==> src/rtl/signed_level_monitor.sv <==
// Signed level monitor: debounced NORM/HI/LO classifier with hysteresis, event counter and
// optional running peaks (enabled by defining SIGNED_LEVEL_MONITOR_PEAK_TRACK_EN).
module signed_level_monitor #(
  parameter int HI_TH     = 100,
  parameter int LO_TH     = -100,
  parameter int HYST      = 10,
  parameter int DB_CYCLES = 4
) (
  input  logic       clk,
  input  logic       rst,
  input  logic       en,
  input  logic [7:0] q_in,
  input  logic       clr_pk,
  output logic [1:0] state,
  output logic       alarm_hi,
  output logic       alarm_lo,
  output logic       evt,
  output logic [7:0] evt_cnt,
  output logic [7:0] max_q,
  output logic [7:0] min_q
);

  typedef enum logic [1:0] {
    NORM = 2'b00,
    HI   = 2'b01,
    LO   = 2'b10
  } state_t;

  // 9-bit signed thresholds so HI_TH-HYST / LO_TH+HYST never wrap
  localparam logic signed [8:0] HI_ENTER = 9'(HI_TH);
  localparam logic signed [8:0] LO_ENTER = 9'(LO_TH);
  localparam logic signed [8:0] HI_EXIT  = 9'(HI_TH - HYST);
  localparam logic signed [8:0] LO_EXIT  = 9'(LO_TH + HYST);
  localparam logic [3:0]        DB       = 4'(DB_CYCLES);

  state_t      state_q, state_d;
  state_t      tgt_q, tgt_d;
  state_t      dest;
  logic [3:0]  cnt_q, cnt_d, next_cnt;
  logic        qual;
  logic        evt_q, evt_d;
  logic [7:0]  evt_cnt_q, evt_cnt_d;
  logic        alarm_hi_q, alarm_lo_q;
  logic signed [8:0] q9;

  assign q9 = {q_in[7], q_in};

  always_comb begin
    state_d   = state_q;
    tgt_d     = tgt_q;
    cnt_d     = cnt_q;
    evt_d     = 1'b0;
    evt_cnt_d = evt_cnt_q;
    qual      = 1'b0;
    dest      = NORM;
    next_cnt  = cnt_q + 4'd1;

    case (state_q)
      NORM: begin
        if (q9 > HI_ENTER) begin
          qual = 1'b1;
          dest = HI;
        end else if (q9 < LO_ENTER) begin
          qual = 1'b1;
          dest = LO;
        end
      end
      HI: begin
        if (q9 < HI_EXIT) begin
          qual = 1'b1;
          dest = (q9 < LO_ENTER) ? LO : NORM;
        end
      end
      LO: begin
        if (q9 > LO_EXIT) begin
          qual = 1'b1;
          dest = (q9 > HI_ENTER) ? HI : NORM;
        end
      end
      default: ;
    endcase

    // A nonzero count in NORM means the previous en cycle qualified toward tgt_q
    if (state_q == NORM && cnt_q != '0 && dest != tgt_q) begin
      next_cnt = 4'd1;
    end

    if (en) begin
      if (!qual) begin
        cnt_d = '0;
      end else begin
        tgt_d = dest;
        if (next_cnt == DB) begin
          state_d = dest;
          cnt_d   = '0;
          evt_d   = 1'b1;
          if (evt_cnt_q != '1) begin
            evt_cnt_d = evt_cnt_q + 8'd1;
          end
        end else begin
          cnt_d = next_cnt;
        end
      end
    end
  end

  always_ff @(posedge clk) begin
    if (!rst) begin
      state_q    <= NORM;
      tgt_q      <= NORM;
      cnt_q      <= '0;
      evt_q      <= 1'b0;
      evt_cnt_q  <= '0;
      alarm_hi_q <= 1'b0;
      alarm_lo_q <= 1'b0;
    end else begin
      state_q    <= state_d;
      tgt_q      <= tgt_d;
      cnt_q      <= cnt_d;
      evt_q      <= evt_d;
      evt_cnt_q  <= evt_cnt_d;
      alarm_hi_q <= (state_d == HI);
      alarm_lo_q <= (state_d == LO);
    end
  end

  assign state    = state_q;
  assign alarm_hi = alarm_hi_q;
  assign alarm_lo = alarm_lo_q;
  assign evt      = evt_q;
  assign evt_cnt  = evt_cnt_q;

`ifdef SIGNED_LEVEL_MONITOR_PEAK_TRACK_EN
  logic [7:0] max_q_q, max_q_d;
  logic [7:0] min_q_q, min_q_d;

  always_comb begin
    max_q_d = max_q_q;
    min_q_d = min_q_q;
    if (clr_pk) begin
      max_q_d = q_in;
      min_q_d = q_in;
    end else if (en) begin
      if ($signed(q_in) > $signed(max_q_q)) max_q_d = q_in;
      if ($signed(q_in) < $signed(min_q_q)) min_q_d = q_in;
    end
  end

  always_ff @(posedge clk) begin
    if (!rst) begin
      max_q_q <= 8'h80;
      min_q_q <= 8'h7f;
    end else begin
      max_q_q <= max_q_d;
      min_q_q <= min_q_d;
    end
  end

  assign max_q = max_q_q;
  assign min_q = min_q_q;
`else
  logic clr_pk_unused;
  assign clr_pk_unused = clr_pk;
  assign max_q = '0;
  assign min_q = '0;
`endif

endmodule

==> config.mk <==
export PLATFORM = sky130hd
export DESIGN_NAME = signed_level_monitor
export DESIGN_NICKNAME = d
export VERILOG_FILES = /design/src/rtl/signed_level_monitor.sv
export SDC_FILE = /design/constraint.sdc
export NUM_CORES = 1
export LEC_CHECK = 0
export CELL_PAD_IN_SITES_DETAIL_PLACEMENT = 1
export CELL_PAD_IN_SITES_GLOBAL_PLACEMENT = 1
export CORE_ASPECT_RATIO = 1.75
export CORE_MARGIN = 1
export CORE_UTILIZATION = 29
export CTS_CLUSTER_SIZE = 10
export DETAILED_ROUTE_END_ITERATION = 16
export PLACE_DENSITY = 0.82
export SETUP_SLACK_MARGIN = 0.15
export SYNTH_ARGS = -nofsm -noshare
export SYNTH_HDL_FRONTEND = slang
export SYNTH_SLANG_ARGS = --single-unit
==> constraint.sdc <==
create_clock -name clk -period 2.6 [get_ports clk]
set_input_delay 0.78 -clock clk [delete_from_list [all_inputs] [get_ports clk]]
set_output_delay 0.78 -clock clk [all_outputs]
set_load 0.005 [all_outputs]
# ---- Word level (Yosys, flattened, before mapping)
# Index checks and enable logic that the tools add are counted.
dict set report op_classes {
  n_mux 18
  add_sub_neg 2
  reduce_logical 7
  n_eq_ne 7
  order_cmp 4
}
# op n
set ops {}
lappend ops {{$gt 8x8->1 const B} 2}
lappend ops {{$lt 8x8->1 const B} 2}
lappend ops {{$mux 2} 6}
lappend ops {{$mux 4} 3}
lappend ops {{$add 8x1->8 const B} 1}
lappend ops {{$ne 8x8->1 const B} 1}
lappend ops {{$mux 1} 7}
lappend ops {{$pmux 2 s3} 1}
lappend ops {{$add 4x1->4 const B} 1}
lappend ops {{$eq 2x1->1 const B} 2}
lappend ops {{$eq 2x2->1 const B} 2}
lappend ops {{$eq 4x3->1 const B} 1}
lappend ops {{$reduce_and 4->1} 1}
lappend ops {{$reduce_bool 4->1} 1}
lappend ops {{$pmux 1 s3} 1}
lappend ops {{$reduce_and 3->1} 1}
lappend ops {{$logic_and 1x1->1} 2}
lappend ops {{$logic_not 2->1} 1}
lappend ops {{$ne 2x2->1} 1}
lappend ops {{$reduce_and 2->1} 1}
dict set report totals {
  regBits 19
  output_inout_bits 29
  word_cells 45
}

# ---- Logic depth before layout (Yosys ltp)
# Gate-level depths: netlist of the first run.
dict set report depth {
  depth_word 12
  mapped_depth 9
}

# ---- Worst setup path after synthesis of the first run
# OpenSTA, ideal clock, no wires.
dict set report synth_path {
  path_type {in2reg}
  from {input port q_in[6]}
  to {register evt_cnt_q[5], in the netlist evt_cnt[5]}
  required_time_ns 2.485
  path_stages 7
  arrival_time_ns 2.358
  n_path_buf 1
  slack_ns 0.127
  cell_sequence {or3b_4 -> a31oi_4 -> mux2i_1 -> nand3_1 -> buf_2 -> o31a_1 -> o21a_1}
}
dict set report synth_via {
  elab_chain_len 9
  word_cells_on_any_way 20
  cone_classes {order compare (4); eq/ne (2); mux (12); reduce/logical (2)}
}
# item line
set synth_rtl {}
lappend synth_rtl {{start: declaration} 12} ;# input logic [7:0] q_in,
lappend synth_rtl {{$gt 8x8->1 / $lt 8x8->1 (equally long branches)} n/a}
lappend synth_rtl {{$mux 1 / $mux 2 (equally long branches)} {77, 63, 71}}
lappend synth_rtl {{$mux 1 (tied with other cells)} 75} ;# if (q9 > LO_EXIT) begin
lappend synth_rtl {{$pmux 2 s3} 58} ;# case (state_q)
lappend synth_rtl {{$ne 2x2->1} 84} ;# if (state_q == NORM && cnt_q != '0 && dest != tgt_q) begin
lappend synth_rtl {{$logic_and 1x1->1} 84}
lappend synth_rtl {{$mux 4} 84}
lappend synth_rtl {{$eq 4x3->1} 93} ;# if (next_cnt == DB) begin
lappend synth_rtl {{$reduce_and 4->1 (no line) (*)} n/a}
lappend synth_rtl {{end signal: assignment} 121} ;# evt_cnt_q <= evt_cnt_d;
lappend synth_rtl {{end: declaration} 42} ;# logic [7:0] evt_cnt_q, evt_cnt_d;
# Every way passes the cells marked *; elsewhere a longest branch is shown, timed or not.
# A chain may end at the register's enable or synchronous reset.

# ---- Worst setup path after layout of the first run
dict set report layout_path {
  from {input port q_in[7]}
  to {register evt_cnt_q[3], in the netlist evt_cnt[3]}
}
# Same word-level chain as after synthesis.

==> flow_summary.ini, run 1 <==
[global_routing]
busiest_layer = met2
grt_overflow = 0
grt_usage = 0.180
use_met2 = 0.359
met1_usage = 0.166
grt_pass1_wl_um = 6130
antenna_found_initial = 0
grt_max_degree = 17
grtUsageMet3 = 0.0170
grt_pass1_vias = 1361

[logic_synthesis]
synthCells = 153
synth-main-ff-cell = dfxtp_1
seq_area_frac_synth = 0.303
async_flop_share = 0
synth-seq-cells = 19
synth_warnings = 0
syn-cell-area_um2 = 1250
synth_edf_count = 0
syn_area_per_cell_um2 = 8.20
yosysUniqueCellTypes = 46

[drt]
drt_wl_total_um = 3890
avgViaCountPerCell = 5.24
drt_drc_violations_left = 0
vias = 1335
first_iter_violations = 20
postRouteAntennaNets = 0
wl_per_cell_um = 15.3
drt_pass1_iterations = 2

[timing]
final-setup-viol-count = 0
period_minus_slack_ps = 2480
relSlewSlack = 0.538
rsz0062_at_grt = yes
skew_ps = 4.62
worst_slew_pin_slew_ps = 687
fmax_ghz = 0.403
worst_hold_slack_ps = 487
final_hold_viol_count = 0
slew_viol_final = 0
fin_crit_sh = 0.955
tns_ps = 0

[floorplanning]
core_area_um2 = 4150
start_util = 0.302
die_width_um = 51.7
die_area_um2 = 4600
die_h_um = 89.0
ios = 41
row_count = 31

[pwr]
pwr-share-clk = 0.357
power_density_nw_per_um2 = 320
comb_power_share = 0.155
swShare = 0.256
power_switching_w = 0.000154
internal-power_w = 0.000447
pwr-share-seq = 0.488
ir_drop_v = 0.000195
p_leak_nw = 0.728

[clock_tree]
cts.sinks = 19
cts_buffers = 3
clock_latency_ps = 260
clockBufferDepth = 2
tritoncts = built
clk_pin_slew_ps = 80
cts.htree.levels = 1
cts-root-buf = clkbuf_8

[hold_path]
hold_start = tgt_q[1]
hold-path-cell-count = 2
hold_end = tgt_q[1]
holdCritPathClass = flop to flop

[setup_path]
cp_data_required_time_ps = 2800
crit_fanout = 6
crit-reg2reg-launch = cnt_q[1]
start_kind = input pin
reg2reg_depth = 9
crit_start = q_in[7]
rr_endpoint = evt_cnt[3]
ff2ff_setup_slack_ps = 180
critPathKind = input pin to flop
critPathArrivalTime_ps = 2680
end_kind = flop

[placement]
place.gp.congestion = 0.774
dpl.hpwl_um = 2660
portBuffers = 23

[run]
cap_violations = 0

[cells_and_area]
fin_nets = 222
diodes = 0
syn2layout_area_growth_pct = 49.6
final_layout_size_suffix_gt1_frac = 0.320

[run_status]
outcome = finished, final reports clean
[logic make-up after synthesis]
logic type	Yosys count	share of synthesized area
buf+inv	27	0.136
simple gates	59	0.272
xor+xnor	1	0.00698
fa+ha+maj	3	0.0299
mux	3	0.0239
flops	19	0.303
other cells	1	0.00299
compound gates	40	0.225
[timing repair]
| item | in CTS | in global routing |
|---|---|---|
| setup endpoints to repair | 19 | 13 |
| pin swaps | 11 | 6 |
| buffers inserted | 6 | 2 |
| hold buffers | 0 | 0 |
| cloned | 1 | 0 |
| gates resized for setup | 34 | 22 |
[cells in the final DEF, fill, tap and decap left out, types with 3 or more instances in the layout]
cell type / instances
ha_1: 3
nor2b_1: 6
inv_1: 6
conb_1: 16
a21oi_2: 4
nand3_1: 4
o21ai_0: 4
nor4_1: 3
dfxtp_1: 18
o31ai_1: 3
nand2_1: 15
o21ai_1: 4
nor2_1: 3
and2_1: 5
clkdlybuf4s50_1: 15
buf_6: 7
buf_4: 28
or4_4: 6
dlygate4sd2_1: 4
clkbuf_8: 3
a21oi_1: 7
[Yosys cell counts (all sizes together), types with 2 or more instances]
| library cell | n | area share |
|---|---|---|
| nor2b | 6 | 0.030 |
| nor3 | 2 | 0.0080 |
| dfxtp | 19 | 0.30 |
| and2 | 5 | 0.025 |
| nand3 | 5 | 0.020 |
| o31ai | 4 | 0.024 |
| nand4 | 2 | 0.010 |
| nor2 | 3 | 0.0090 |
| nor4 | 4 | 0.020 |
| or4 | 6 | 0.036 |
| o21a | 2 | 0.012 |
| mux2i | 3 | 0.024 |
| buf | 18 | 0.11 |
| o21ai | 9 | 0.036 |
| and3b | 2 | 0.014 |
| nand2 | 16 | 0.048 |
| nor3b | 2 | 0.016 |
| o211ai | 3 | 0.022 |
| inv | 6 | 0.018 |
| a31oi | 2 | 0.022 |
| ha | 3 | 0.030 |
| a21oi | 11 | 0.044 |
| clkbuf | 3 | 0.0090 |
[worst max-delay path by stage]
| stage | endpoint | depth (start not counted) |
|---|---|---|
| finish | evt_cnt[3] | 10 |
| global route | evt_cnt[3] | 10 |
| CTS | evt_cnt[2] | 8 |
| detailed placement | evt_cnt[4] | 10 |
| global placement | evt_cnt[4] | 8 |
| floorplan | evt_cnt[5] | 7 |
[cell type report]
type                            instances  area [µm²]
Clock buffer                            4        45.0
Fill cell                             493        2270
Inverter                                6        22.5
Multi-Input combinational cell        122         882
Sequential cell                        19         382
Tap cell                               49        61.3
Timing Repair Buffer                   55         484
[metal layers]
metal  wire length [µm]  part of all wire
met5                  0                 0
met4                182             0.047
met1               1360              0.35
met3                126             0.032
met2               2230              0.57
[registers in the layout (all words and copies together), names as in the netlist]
register / count
evt_cnt: 8
cnt_q: 4
state: 2
tgt_q: 2
evt: 1
alarm_hi: 1
alarm_lo: 1
[metrics by stage]
| step | utilization | instance area, µm² | power, W | setup WS [ps] | std cells |
|---|---|---|---|---|---|
| 3_5_place_dp | 0.392 | 1630 | 0.000379 | -592 | 242 |
| 6_report | 0.452 | 1880 | 0.000601 | 117 | 255 |
| 4_1_cts | 0.429 | 1780 | 0.000593 | 96.9 | 253 |
| 5_1_grt | 0.452 | 1880 | 0.000621 | 37.4 | 255 |
| 2_1_floorplan | - | 1320 | 0.000350 | 155 | 168 |
| 3_3_place_gp | 0.392 | 1630 | 0.000376 | -467 | 242 |
[worst max-delay path, stage by stage]
cell      delay (ps)
buf_6             90
buf_6            100
nand3b_1         200
a211oi_2         230
buf_4            170
mux2i_4          250
nand3_2          130
buf_6            160
or4_4            410
a21oi_2          150
[power by group through the flow]
stage          Combinational (W)  Clock [W]  Sequential, W
5_1_grt                0.0000995   0.000228       0.000293
4_1_cts                0.0000861   0.000214       0.000293
6_report               0.0000933   0.000214       0.000293
3_3_place_gp           0.0000765          0       0.000300
2_1_floorplan          0.0000503          0       0.000299
3_5_place_dp           0.0000791          0       0.000300
Power figures use the tool's default switching activity.
==> inputs of run 2 (changes only) <==
--- a/config.mk
+++ b/config.mk
@@ -10,9 +10,10 @@
 export CORE_ASPECT_RATIO = 1.75
 export CORE_MARGIN = 1
 export CORE_UTILIZATION = 29
+export CTS_BUF_LIST = sky130_fd_sc_hd__clkbuf_16
 export CTS_CLUSTER_SIZE = 10
 export DETAILED_ROUTE_END_ITERATION = 16
-export PLACE_DENSITY = 0.82
+export PLACE_DENSITY = 0.72
 export SETUP_SLACK_MARGIN = 0.15
 export SYNTH_ARGS = -nofsm -noshare
 export SYNTH_HDL_FRONTEND = slang
==> run 2 against run 1 <==
Net effect: sequential share of layout area decreased by 0.54 points; core utilization rose by 1.4 points; wire length is 4.4% higher; clock skew shrank 2.3 ps; first-iteration DRC count unchanged; flip-flop and latch count unchanged; global-route usage up 0.18 points; clock power rose by 47%; via count rose by 1.0%; worst setup slack got worse by 13 ps; largest power group is now clock; highest routed layer unchanged.
==> flow_summary.ini, run 2 (synthesis gave the netlist of run 1 again) <==
[pwr]
ir_drop_v = 0.000309
p_leak_nw = 0.771
power_density_nw_per_um2 = 364

[setup_path]
crit_fanout = 3
critPathArrivalTime_ps = 2680
start_kind = input pin
critPathKind = input pin to flop
cp_data_required_time_ps = 2790
ff2ff_setup_slack_ps = 220
end_kind = flop

[drt]
first_iter_violations = 20
postRouteAntennaNets = 0
drt_pass1_iterations = 4
drt_drc_violations_left = 0
drt_wl_total_um = 4070
avgViaCountPerCell = 5.19
vias = 1349
wl_per_cell_um = 15.6

[floorplanning]
row_count = 31
die_width_um = 51.7
start_util = 0.302
core_area_um2 = 4150
die_h_um = 89.0
ios = 41
die_area_um2 = 4600

[cells_and_area]
fin_nets = 227
utilization = 0.466
fillers = 501
diodes = 0
final_common_cell = buf_4
mostFrequentLayoutCells = buf_4 (31), dfxtp_1 (17), nand2_1 (16), conb_1 (16), clkdlybuf4s50_1 (15)
final_layout_size_suffix_gt1_frac = 0.313
syn2layout_area_growth_pct = 54.1
largest_register_ffs = 8
regArea_um2 = 383
multiInputGateArea_um2 = 858

[timing]
relSlewSlack = 0.652
period_minus_slack_ps = 2500
final-setup-viol-count = 0
skew_ps = 2.34
fmax_ghz = 0.401
worst_hold_slack_ps = 482
rsz0062_at_grt = yes
fin_crit_sh = 0.960
slew_viol_final = 0
tns_ps = 0
worst_slew_pin_slew_ps = 517
final_hold_viol_count = 0

[clock_tree]
cts-root-buf = clkbuf_16
clockBufferDepth = 2
clock_latency_ps = 250
cts.htree.levels = 1
clk_pin_slew_ps = 50
tritoncts = built
cts.sinks = 19
cts_buffers = 3

[run_status]
outcome = finished, final reports clean

[global_routing]
grt_overflow = 0
grt_usage = 0.181
grt_pass1_wl_um = 6200
antenna_found_initial = 0
grt_max_degree = 12
grt_pass1_vias = 1401

[placement]
place.gp.congestion = 0.818
portBuffers = 23
dpl.hpwl_um = 2810

[hold_path]
holdCritPathClass = flop to flop

[run]
cap_violations = 0
==> run 2: cell types whose count changed in the layout (fill, tap and decap cells not counted), sizes merged <==
cell           delta
clkbuf            -1
dlygate4sd2       +1
clkdlybuf4s15     -1
buf               +5
inv               +1
==> run 2: path summary, 6_finish.rpt <==
kind,start,endpoint,cells after the start
worst max-delay path,q_in[6],evt_cnt[2],8
worst min-delay path,tgt_q[0],tgt_q[0],2
worst max register to register,cnt_q[0],evt_cnt[2],9
worst min register to register,tgt_q[0],tgt_q[0],2
==> run 2: report_power, final <==
part	total [W]	internal, W	switching [W]
Sequential	0.000294	0.000292	0.00000136
Combinational	0.0000965	0.0000475	0.0000490
Clock	0.000314	0.000205	0.000109
Total	0.000704	0.000545	0.000160
==> run 2: timing repair <==
item | 4_1_cts | 5_1_grt
pin swaps | 14 | 3
gates resized for setup | 35 | 11
setup buffers | 6 | 4
gates cloned | 1 | 0
endpoints found under the hold margin | 0 | 0
endpoints found under the setup margin | 19 | 13
hold buffers | 0 | 0
==> run 2: final cells by class <==
class	instances	area share
multi-input cells	122	0.444
repair buffers	60	0.274
flip-flops and latches	19	0.198
clock buffers	3	0.0388
well taps	49	0.0317
inverters	6	0.0116
clock inverters	1	0.00194
==> run 2: metrics by stage <==
| step | setup slack [ps] | instances | instance area [µm²] | power [W] |
|---|---|---|---|---|
| global placement | -483 | 245 | 1650 | 0.000379 |
| finish | 104 | 260 | 1930 | 0.000704 |
| global route | 54.3 | 260 | 1930 | 0.000729 |
| detailed placement | -539 | 245 | 1650 | 0.000382 |
| floorplan | 155 | 168 | 1320 | 0.000350 |
| CTS | 150 | 256 | 1840 | 0.000700 |
==> run 2: per-layer routing <==
metal	up-vias	global-route usage	wire length [µm]
met5	-	0	0
met4	0	0.0983	106
met3	9	0.0204	80
met2	34	0.368	2360
met1	662	0.166	1520
li1	644	-	-
==> run 2: worst max-delay path, stage by stage <==
cell,delay (ps)
buf_6,90
or3b_4,410
a31oi_4,180
mux2i_2,270
nand3_2,140
buf_6,150
or4_4,510
a21oi_2,140
